==> config.mk <==
export PLATFORM = sky130hd
export DESIGN_NAME = grade_collector
export DESIGN_NICKNAME = d
export VERILOG_FILES = /design/src/rtl/grade_collector.sv
export SDC_FILE = /design/constraint.sdc
export NUM_CORES = 1
export LEC_CHECK = 0
export ABC_AREA = 1
export CAP_MARGIN = 10
export CORE_MARGIN = 1.5
export CORE_UTILIZATION = 40
export DETAILED_ROUTE_END_ITERATION = 16
export GPL_TIMING_DRIVEN = 0
export PLACE_DENSITY = 0.68
export SYNTH_ARGS = -nofsm -noshare
export SYNTH_HDL_FRONTEND = slang
export SYNTH_SLANG_ARGS = --single-unit
==> constraint.sdc <==
create_clock -name clk -period 7.44 [get_ports clk]
set_input_delay 1.488 -clock clk [delete_from_list [all_inputs] [get_ports clk]]
set_output_delay 1.488 -clock clk [all_outputs]
set_load 0.02 [all_outputs]
==> src/rtl/grade_collector.sv <==
// Serial-to-parallel grade collector with framing/range flags.
// Holds one assembled applicant record until downstream takes it.
module grade_collector #(
  parameter int MAX_GRADE = 100
) (
  input  logic       clk,
  input  logic       rst_n,
  input  logic       in_valid,
  output logic       in_ready,
  input  logic [7:0] in_grade,
  input  logic       in_first,
  output logic [7:0] sect1_grade,
  output logic [7:0] sect2_grade,
  output logic [7:0] sect3_grade,
  output logic [7:0] sect4_grade,
  output logic [9:0] total,
  output logic       out_valid,
  input  logic       out_ready,
  output logic [7:0] applicant_cnt,
  output logic       seq_err,
  output logic       range_err
);

  typedef enum logic [1:0] {
    IDLE,
    COLLECT,
    HOLD
  } state_t;

  localparam logic [7:0] MaxG = 8'(MAX_GRADE);

  state_t     state_q;
  logic [1:0] idx_q;
  logic [7:0] s1_q, s2_q, s3_q, s4_q;
  logic [9:0] total_q;
  logic [7:0] cnt_q;
  logic       ov_q;
  logic       seq_q;
  logic       rng_q;

  logic       accept;
  logic       over;
  logic [7:0] g_sat;
  logic [9:0] sum4;

  assign in_ready = (state_q != HOLD);
  assign accept   = in_valid & in_ready;
  assign over     = (in_grade > MaxG);
  assign g_sat    = over ? MaxG : in_grade;
  // Slot 4 arrives this cycle, so sum the saturated beat directly.
  assign sum4     = {2'b00, s1_q} + {2'b00, s2_q}
                  + {2'b00, s3_q} + {2'b00, g_sat};

  always_ff @(posedge clk or negedge rst_n) begin
    if (!rst_n) begin
      state_q <= IDLE;
      idx_q   <= 2'd0;
      s1_q    <= 8'd0;
      s2_q    <= 8'd0;
      s3_q    <= 8'd0;
      s4_q    <= 8'd0;
      total_q <= 10'd0;
      cnt_q   <= 8'd0;
      ov_q    <= 1'b0;
      seq_q   <= 1'b0;
      rng_q   <= 1'b0;
    end else begin
      seq_q <= 1'b0;
      rng_q <= 1'b0;
      unique case (state_q)
        IDLE: begin
          if (accept) begin
            if (in_first) begin
              s1_q    <= g_sat;
              idx_q   <= 2'd1;
              rng_q   <= over;
              state_q <= COLLECT;
            end else begin
              seq_q <= 1'b1;
            end
          end
        end
        COLLECT: begin
          if (accept) begin
            rng_q <= over;
            if (in_first) begin
              s1_q  <= g_sat;
              idx_q <= 2'd1;
              seq_q <= 1'b1;
            end else begin
              unique case (1'b1)
                (idx_q == 2'd1): begin
                  s2_q  <= g_sat;
                  idx_q <= 2'd2;
                end
                (idx_q == 2'd2): begin
                  s3_q  <= g_sat;
                  idx_q <= 2'd3;
                end
                (idx_q == 2'd3): begin
                  s4_q    <= g_sat;
                  total_q <= sum4;
                  idx_q   <= 2'd0;
                  ov_q    <= 1'b1;
                  state_q <= HOLD;
                end
                default: begin
                  s1_q  <= s1_q;
                  idx_q <= 2'd1;
                end
              endcase
            end
          end
        end
        HOLD: begin
          if (out_ready) begin
            cnt_q   <= cnt_q + 8'd1;
            ov_q    <= 1'b0;
            state_q <= IDLE;
          end
        end
        default: begin
          state_q <= IDLE;
          ov_q    <= 1'b0;
        end
      endcase
    end
  end

  assign sect1_grade   = s1_q;
  assign sect2_grade   = s2_q;
  assign sect3_grade   = s3_q;
  assign sect4_grade   = s4_q;
  assign total         = total_q;
  assign out_valid     = ov_q;
  assign applicant_cnt = cnt_q;
  assign seq_err       = seq_q;
  assign range_err     = rng_q;

endmodule

Yosys cells after proc, flatten, opt, wreduce, memory -nomap -nowiden
Index checks and enable logic that the tools add are counted.
{"block": "word_totals", "ff_bits": 57, "in_bits": 13, "output_inout_bits": 54, "word_cells": 68}
{"block": "classes", "addsub": 4, "order_cmp": 1, "n_eq_ne": 12, "muxes": 26, "bitwise_logic": 3, "n_reduce_logical": 11}
{"op": "$mux 2", "count": 8}
{"op": "$reduce_and 4->1", "count": 4}
{"op": "$ne 2x2->1 const B", "count": 7}
{"op": "$pmux 2 s3", "count": 2}
{"op": "$mux 1", "count": 11}
{"op": "$add 10x8->10", "count": 1}
{"op": "$add 9x8->10", "count": 1}
{"op": "$add 8x8->9", "count": 1}
{"op": "$add 8x1->8 const B", "count": 1}
{"op": "$gt 8x7->1 const B", "count": 1}
{"op": "$mux 8", "count": 1}
{"op": "$eq 2x2->1 const B", "count": 3}
{"op": "$reduce_and 6->1", "count": 1}
{"op": "$reduce_and 5->1", "count": 1}
{"op": "$eq 2x1->1 const B", "count": 2}
{"op": "$pmux 1 s2", "count": 2}
{"op": "$pmux 2 s2", "count": 1}
{"op": "$pmux 1 s3", "count": 1}
{"op": "$reduce_and 3->1", "count": 1}
{"op": "$logic_not 2->1", "count": 1}
{"op": "$not 1->1", "count": 2}
{"op": "$reduce_and 2->1", "count": 1}
{"op": "$reduce_bool 2->1", "count": 1}
{"op": "$reduce_or 2->1", "count": 1}
{"op": "$and 1x1->1", "count": 1}

Longest topological paths before layout
{"block": "depth", "depth_word": 5, "mapped_depth": 16, "mapped_depth_nobuf": 16}

Worst setup path before layout
No wires, ideal clock.
{"block": "synth_path", "kind": "input -> register", "startpoint": "in in_grade[1]", "endpoint": "reg total_q[9], in the netlist total[9]", "setup_time_ns": 0.123, "arrival_ns": 3.563, "required_time_ns": 7.317, "setup_slack_ns": 3.754, "stages": 14, "path_buffers": 0, "cell_sequence": "o21ai_0 > nand2_1 > nand3_2 > nand2_1 > nor2_1 > fa_1 > ha_1 > fa_1 > nand2_1 > nand2_1 > nand3b_1 > nor2_1 > o21ai_0 > nand2_1"}
{"block": "synth_via", "elab_chain_cells": 3}
{"element": "start: declaration", "line": "10", "source": "input logic [7:0] in_grade,"}
{"element": "$gt 8x7->1", "line": "48", "source": "assign over = (in_grade > MaxG);"}
{"element": "$mux 8 (*)", "line": "49", "source": "assign g_sat = over ? MaxG : in_grade;"}
{"element": "net g_sat[1]", "line": "43", "source": "logic [7:0] g_sat;"}
{"element": "$add 10x8->10 (*)", "line": "52", "source": "+ {2'b00, s3_q} + {2'b00, g_sat};"}
{"element": "end signal: assignment", "line": "102", "source": "total_q <= sum4;"}
{"element": "end: declaration", "line": "35", "source": "logic [9:0] total_q;"}
The timed path passes the listed nets; every way through them passes the cells marked *.
A chain may end at the register's enable or synchronous reset.

Final worst setup path
{"block": "layout_path", "startpoint": "in in_grade[1]", "endpoint": "reg total_q[9], in the netlist total[9]"}
{"block": "layout_via", "elab_chain_cells": 3}
{"element": "$gt 8x7->1", "line": "48"}
{"element": "$mux 8 (*)", "line": "49"}
{"element": "$add 10x8->10 (*)", "line": "52"}
Every way passes the cells marked *; elsewhere a longest branch is shown, timed or not.

==> results_tabular.tex <==
\begin{tabular}{lr}
\hline
Metric & Value \\
\hline
\multicolumn{2}{l}{\textbf{Clocking}} \\
\quad Maximum level of the CTS H-tree & 3 \\
\quad Clock tree root buffer cell & sky130\_fd\_sc\_hd\_\_clkbuf\_8 \\
\quad Clock-pin slew on the worst setup and hold paths & 70 ps \\
\quad Gates resized, CTS repair & 0 \\
\quad Number of setup buffers added after CTS & 0 \\
\quad Largest buffer count on any clock path & 2 \\
\quad Number of clock buffers inserted by TritonCTS & 9 \\
\quad TritonCTS clock tree & yes \\
\quad Number of sinks on the clock net & 57 \\
\quad Quantity of hold-fixing buffers added after cts & 0 \\
\quad Worst skew pair latency & 350 ps \\
\multicolumn{2}{l}{\textbf{Routing}} \\
\quad Detailed router's first-iteration violation count & 168 \\
\quad Antenna violation net count after detailed routing & 0 \\
\quad Count of TritonRoute iterations in the first routing pass & 4 \\
\quad Post-detailed-route DRC marker count & 0 \\
\quad Total via count after detailed routing & 2724 \\
\quad Average wire length per cell after detail routing & 13.8 um \\
\quad Final routed wirelength across all metal layers & 7780 um \\
\quad Vias per cell & between 4 and 5 \\
\multicolumn{2}{l}{\textbf{Setup path}} \\
\quad Critical Path End Type & flop \\
\quad Element type at the critical path start & primary input \\
\quad Critical path's largest stage delay & about 600 ps \\
\quad Cell-by-cell trace of the critical path & clkdlybuf4s50\_1, o21ai\_0, nand2\_1, nand3\_2, nand3\_1, inv\_1, fa\_1, inv\_1, fa\_1, nand2\_1, nand2\_1, nand3b\_1, nor2\_1, o21ai\_0, nand2\_1 \\
\quad Crit path max-delay family & simple AND/OR/NAND/NOR gates \\
\quad Critical Setup Path Class & in2reg \\
\quad Most frequent cell on the critical path & sky130\_fd\_sc\_hd\_\_nand2\_1 \\
\quad Bufs and invs on worst path & 3 \\
\quad Slowest cell on crit path & sky130\_fd\_sc\_hd\_\_clkdlybuf4s50\_1 \\
\quad Critical path data required time & roughly 7700 ps \\
\quad Crit-path max FO & 10 \\
\quad Critical path data arrival time & 4570 ps \\
\multicolumn{2}{l}{\textbf{Global routing}} \\
\quad GRT Total Usage & roughly a fifth \\
\quad Vias in the first global route & 2777 \\
\quad Largest net degree at the start of global routing & 38 \\
\quad Global-route wire length before repair & 13400 um \\
\quad Antenna violations before repair & 0 \\
\quad Overflow left after global routing & 0 \\
\multicolumn{2}{l}{\textbf{STA}} \\
\quad Sum of negative setup slack & 0 ps \\
\quad Final critical-path setup slack & 3110 ps \\
\quad Final number of setup-violating endpoints & 0 \\
\quad Clock period minus final worst setup slack & roughly 4300 ps \\
\quad Unrepaired setup endpoints after global routing & false \\
\quad Maximum clock frequency & 231 MHz \\
\quad Post-route clock period utilization & 58.3\% \\
\quad Relative slew slack & 63.7\% \\
\quad Worst Max-Slew Pin Slew & 543 ps \\
\quad Total count of max-transition violations in the final report & 0 \\
\quad Final Skew & 9.95 ps \\
\quad Hold Vio Cnt, Final & 0 \\
\multicolumn{2}{l}{\textbf{Floorplan}} \\
\quad Std cell rows & 32 \\
\quad Core area & 0.00781 mm2 \\
\quad Vertical die dimension & 93.3 um \\
\quad Count of pins on the block boundary & 67 \\
\quad Die outline area & 0.00871 mm2 \\
\quad Die extent in x & about 93 um \\
\quad Initial Util & about two fifths \\
\multicolumn{2}{l}{\textbf{Cells and area}} \\
\quad Fraction of layout cells with a size suffix above 1 & 7.99\% \\
\quad FILL cells & 730 \\
\quad Number of cells in the finished layout apart from fillers & 565 \\
\quad Register area & 0.00143 mm2 \\
\quad Syn-to-layout area delta & 32.3\% \\
\quad Final \#Nets & 501 \\
\quad Area of the multi-input gates & between 0.0015 and 0.002 mm2 \\
\quad Commonest non-fill, non-tap cell in the layout & sky130\_fd\_sc\_hd\_\_nand2\_1 \\
\quad Inserted Diodes & 0 \\
\quad Commonest non-fill, non-tap cells in the layout & sky130\_fd\_sc\_hd\_\_nand2\_1 (118), sky130\_fd\_sc\_hd\_\_inv\_1 (66), sky130\_fd\_sc\_hd\_\_clkdlybuf4s50\_1 (65) \\
\multicolumn{2}{l}{\textbf{Power}} \\
\quad P per Cell Area & 447 mW/mm2 \\
\quad Worst IR drop on VDD & 0.191 mV \\
\quad Standby leakage power & about 2.2 nW \\
\quad Tot Pwr & 1.93 mW \\
\multicolumn{2}{l}{\textbf{Synth}} \\
\quad Dominant combinational cell family by area after synthesis & simple AND/OR/NAND/NOR gates \\
\quad Flip-flop and latch count after synthesis & 57 \\
\quad Average footprint of a synthesized cell & 8.59 um2 \\
\quad Leading post-synthesis cells by cell area & sky130\_fd\_sc\_hd\_\_dfrtp\_1 (44\%), sky130\_fd\_sc\_hd\_\_nand2\_1 (14\%), sky130\_fd\_sc\_hd\_\_fa\_1 (9.8\%), sky130\_fd\_sc\_hd\_\_inv\_1 (7.6\%), sky130\_fd\_sc\_hd\_\_ha\_1 (5.4\%) \\
\quad Syn nets & 423 \\
\quad Library cells used by synthesis & 31 \\
\quad Share of synthesized registers carrying an async set or reset & between 90\% and 100\% \\
\quad Number of enable flip-flop cells after synthesis & 0 \\
\quad Synthesized-area fraction occupied by and/or/nand/nor cells & 25.5\% \\
\quad Post-synthesis xor/xnor area fraction & 2.15\% \\
\quad Multiplexer area fraction after synthesis & 0.345\% \\
\quad Cell taking the most area after synthesis & sky130\_fd\_sc\_hd\_\_dfrtp\_1 \\
\quad Number of warnings printed during yosys synthesis & 0 \\
\quad Share of Yosys cell area claimed by the top area cell type & 43.7\% \\
\quad Post-Synthesis Cell Area & 0.00326 mm2 \\
\quad Synth Flop Type & sky130\_fd\_sc\_hd\_\_dfrtp\_1 \\
\quad Sequential area share after synthesis & 43.7\% \\
\quad Synth Area in Adders & 15.2\% \\
\quad Synth Area in Compound Gates & around 3.5\% \\
\quad Synthesized instance count & between 300 and 400 \\
\multicolumn{2}{l}{\textbf{Job}} \\
\quad Max-cap violations & 0 \\
\multicolumn{2}{l}{\textbf{Placement}} \\
\quad Minimum setup slack after placement & 2770 ps \\
\quad Quantity of I/O buffers inserted on ports & 66 \\
\quad Cell count after placement & 549 \\
\quad DP Wirelength & between 5000 and 6000 um \\
\quad Global placement routability congestion & 0.833 \\
\multicolumn{2}{l}{\textbf{Run status}} \\
\quad Status & completed \\
\multicolumn{2}{l}{\textbf{Min path}} \\
\quad Worst hold path type & reg2reg \\
\hline
\end{tabular}
-- through the flow --
stage | hold slack (ps) | cell area (um2) | util (%)
finish | 471 | 4320 | 55.3
detailed placement | 464 | 4070 | 52.1
floorplan | 558 | 3260 | -
global placement | 458 | 4050 | 51.9
CTS | 479 | 4320 | 55.3
global route | 485 | 4320 | 55.3
-- registers in the layout, indices dropped and copies added (netlist names) --
register       flops
sect3_grade        8
sect4_grade        8
idx_q              2
sect1_grade        8
range_err          1
state_q            2
seq_err            1
total             10
applicant_cnt      8
out_valid          1
sect2_grade        8
-- cell families (layout without fill, tap and decap cells) --
kind of cell               after synthesis  in the layout
AOI/OAI and AO/OA                       21             21
xor gates and xnor gates                 8              8
adders and majority gates               30             30
buffers and inverters                   76            159
DFF                                     57             57
muxes                                    1              1
other                                    1              1
and+or+nand+nor                        186            186
-- synth_stat cells (3+ instances only) --
| master | number |
|---|---|
| sky130_fd_sc_hd__nand3_1 | 18 |
| sky130_fd_sc_hd__inv_1 | 66 |
| sky130_fd_sc_hd__nand4_1 | 19 |
| sky130_fd_sc_hd__nand3b_1 | 4 |
| sky130_fd_sc_hd__nor2_1 | 18 |
| sky130_fd_sc_hd__a21oi_1 | 6 |
| sky130_fd_sc_hd__inv_2 | 4 |
| sky130_fd_sc_hd__dfrtp_1 | 57 |
| sky130_fd_sc_hd__xnor2_1 | 6 |
| sky130_fd_sc_hd__o21ai_0 | 11 |
| sky130_fd_sc_hd__ha_1 | 14 |
| sky130_fd_sc_hd__nand2_1 | 118 |
| sky130_fd_sc_hd__buf_6 | 3 |
| sky130_fd_sc_hd__fa_1 | 16 |
-- cell type report --
cell class,instances,area share (%)
inverters,71,6.17
clock buffers,10,3.19
clock inverters,6,2.66
well taps,102,2.95
repair buffers,67,15.6
multi-input cells,247,35.4
plain buffers,5,0.985
flip-flops and latches,57,33.0
-- path summary, 6_finish.rpt --
check	slack [ps]	from	end	cells past startpoint
worst max-delay path	3110	in_grade[1]	total[9]	15
worst min-delay path	470	applicant_cnt[7]	applicant_cnt[7]	1
worst max register to register	4590	sect1_grade[1]	total[9]	12
worst min register to register	470	applicant_cnt[7]	applicant_cnt[7]	1
max in group asynchronous	5750	rst_n	sect1_grade[0]	2
min in group asynchronous	1100	rst_n	sect2_grade[5]	1
-- layer usage --
layer / vias to the layer above / global-route usage (%) / part of all wire (%)
met5: - / 0 / 0
met3: 11 / 5.61 / 4.6
met2: 74 / 31.0 / 48
met1: 1305 / 27.0 / 46
li1: 1334 / - / -
met4: 0 / 7.20 / 1.5
-- power breakdown --
part | switching [mW] | internal (mW)
Sequential | 0.0752 | 0.410
Clock | 0.138 | 0.233
Combinational | 0.621 | 0.456
No activity file was read; power rests on OpenSTA's default activity.
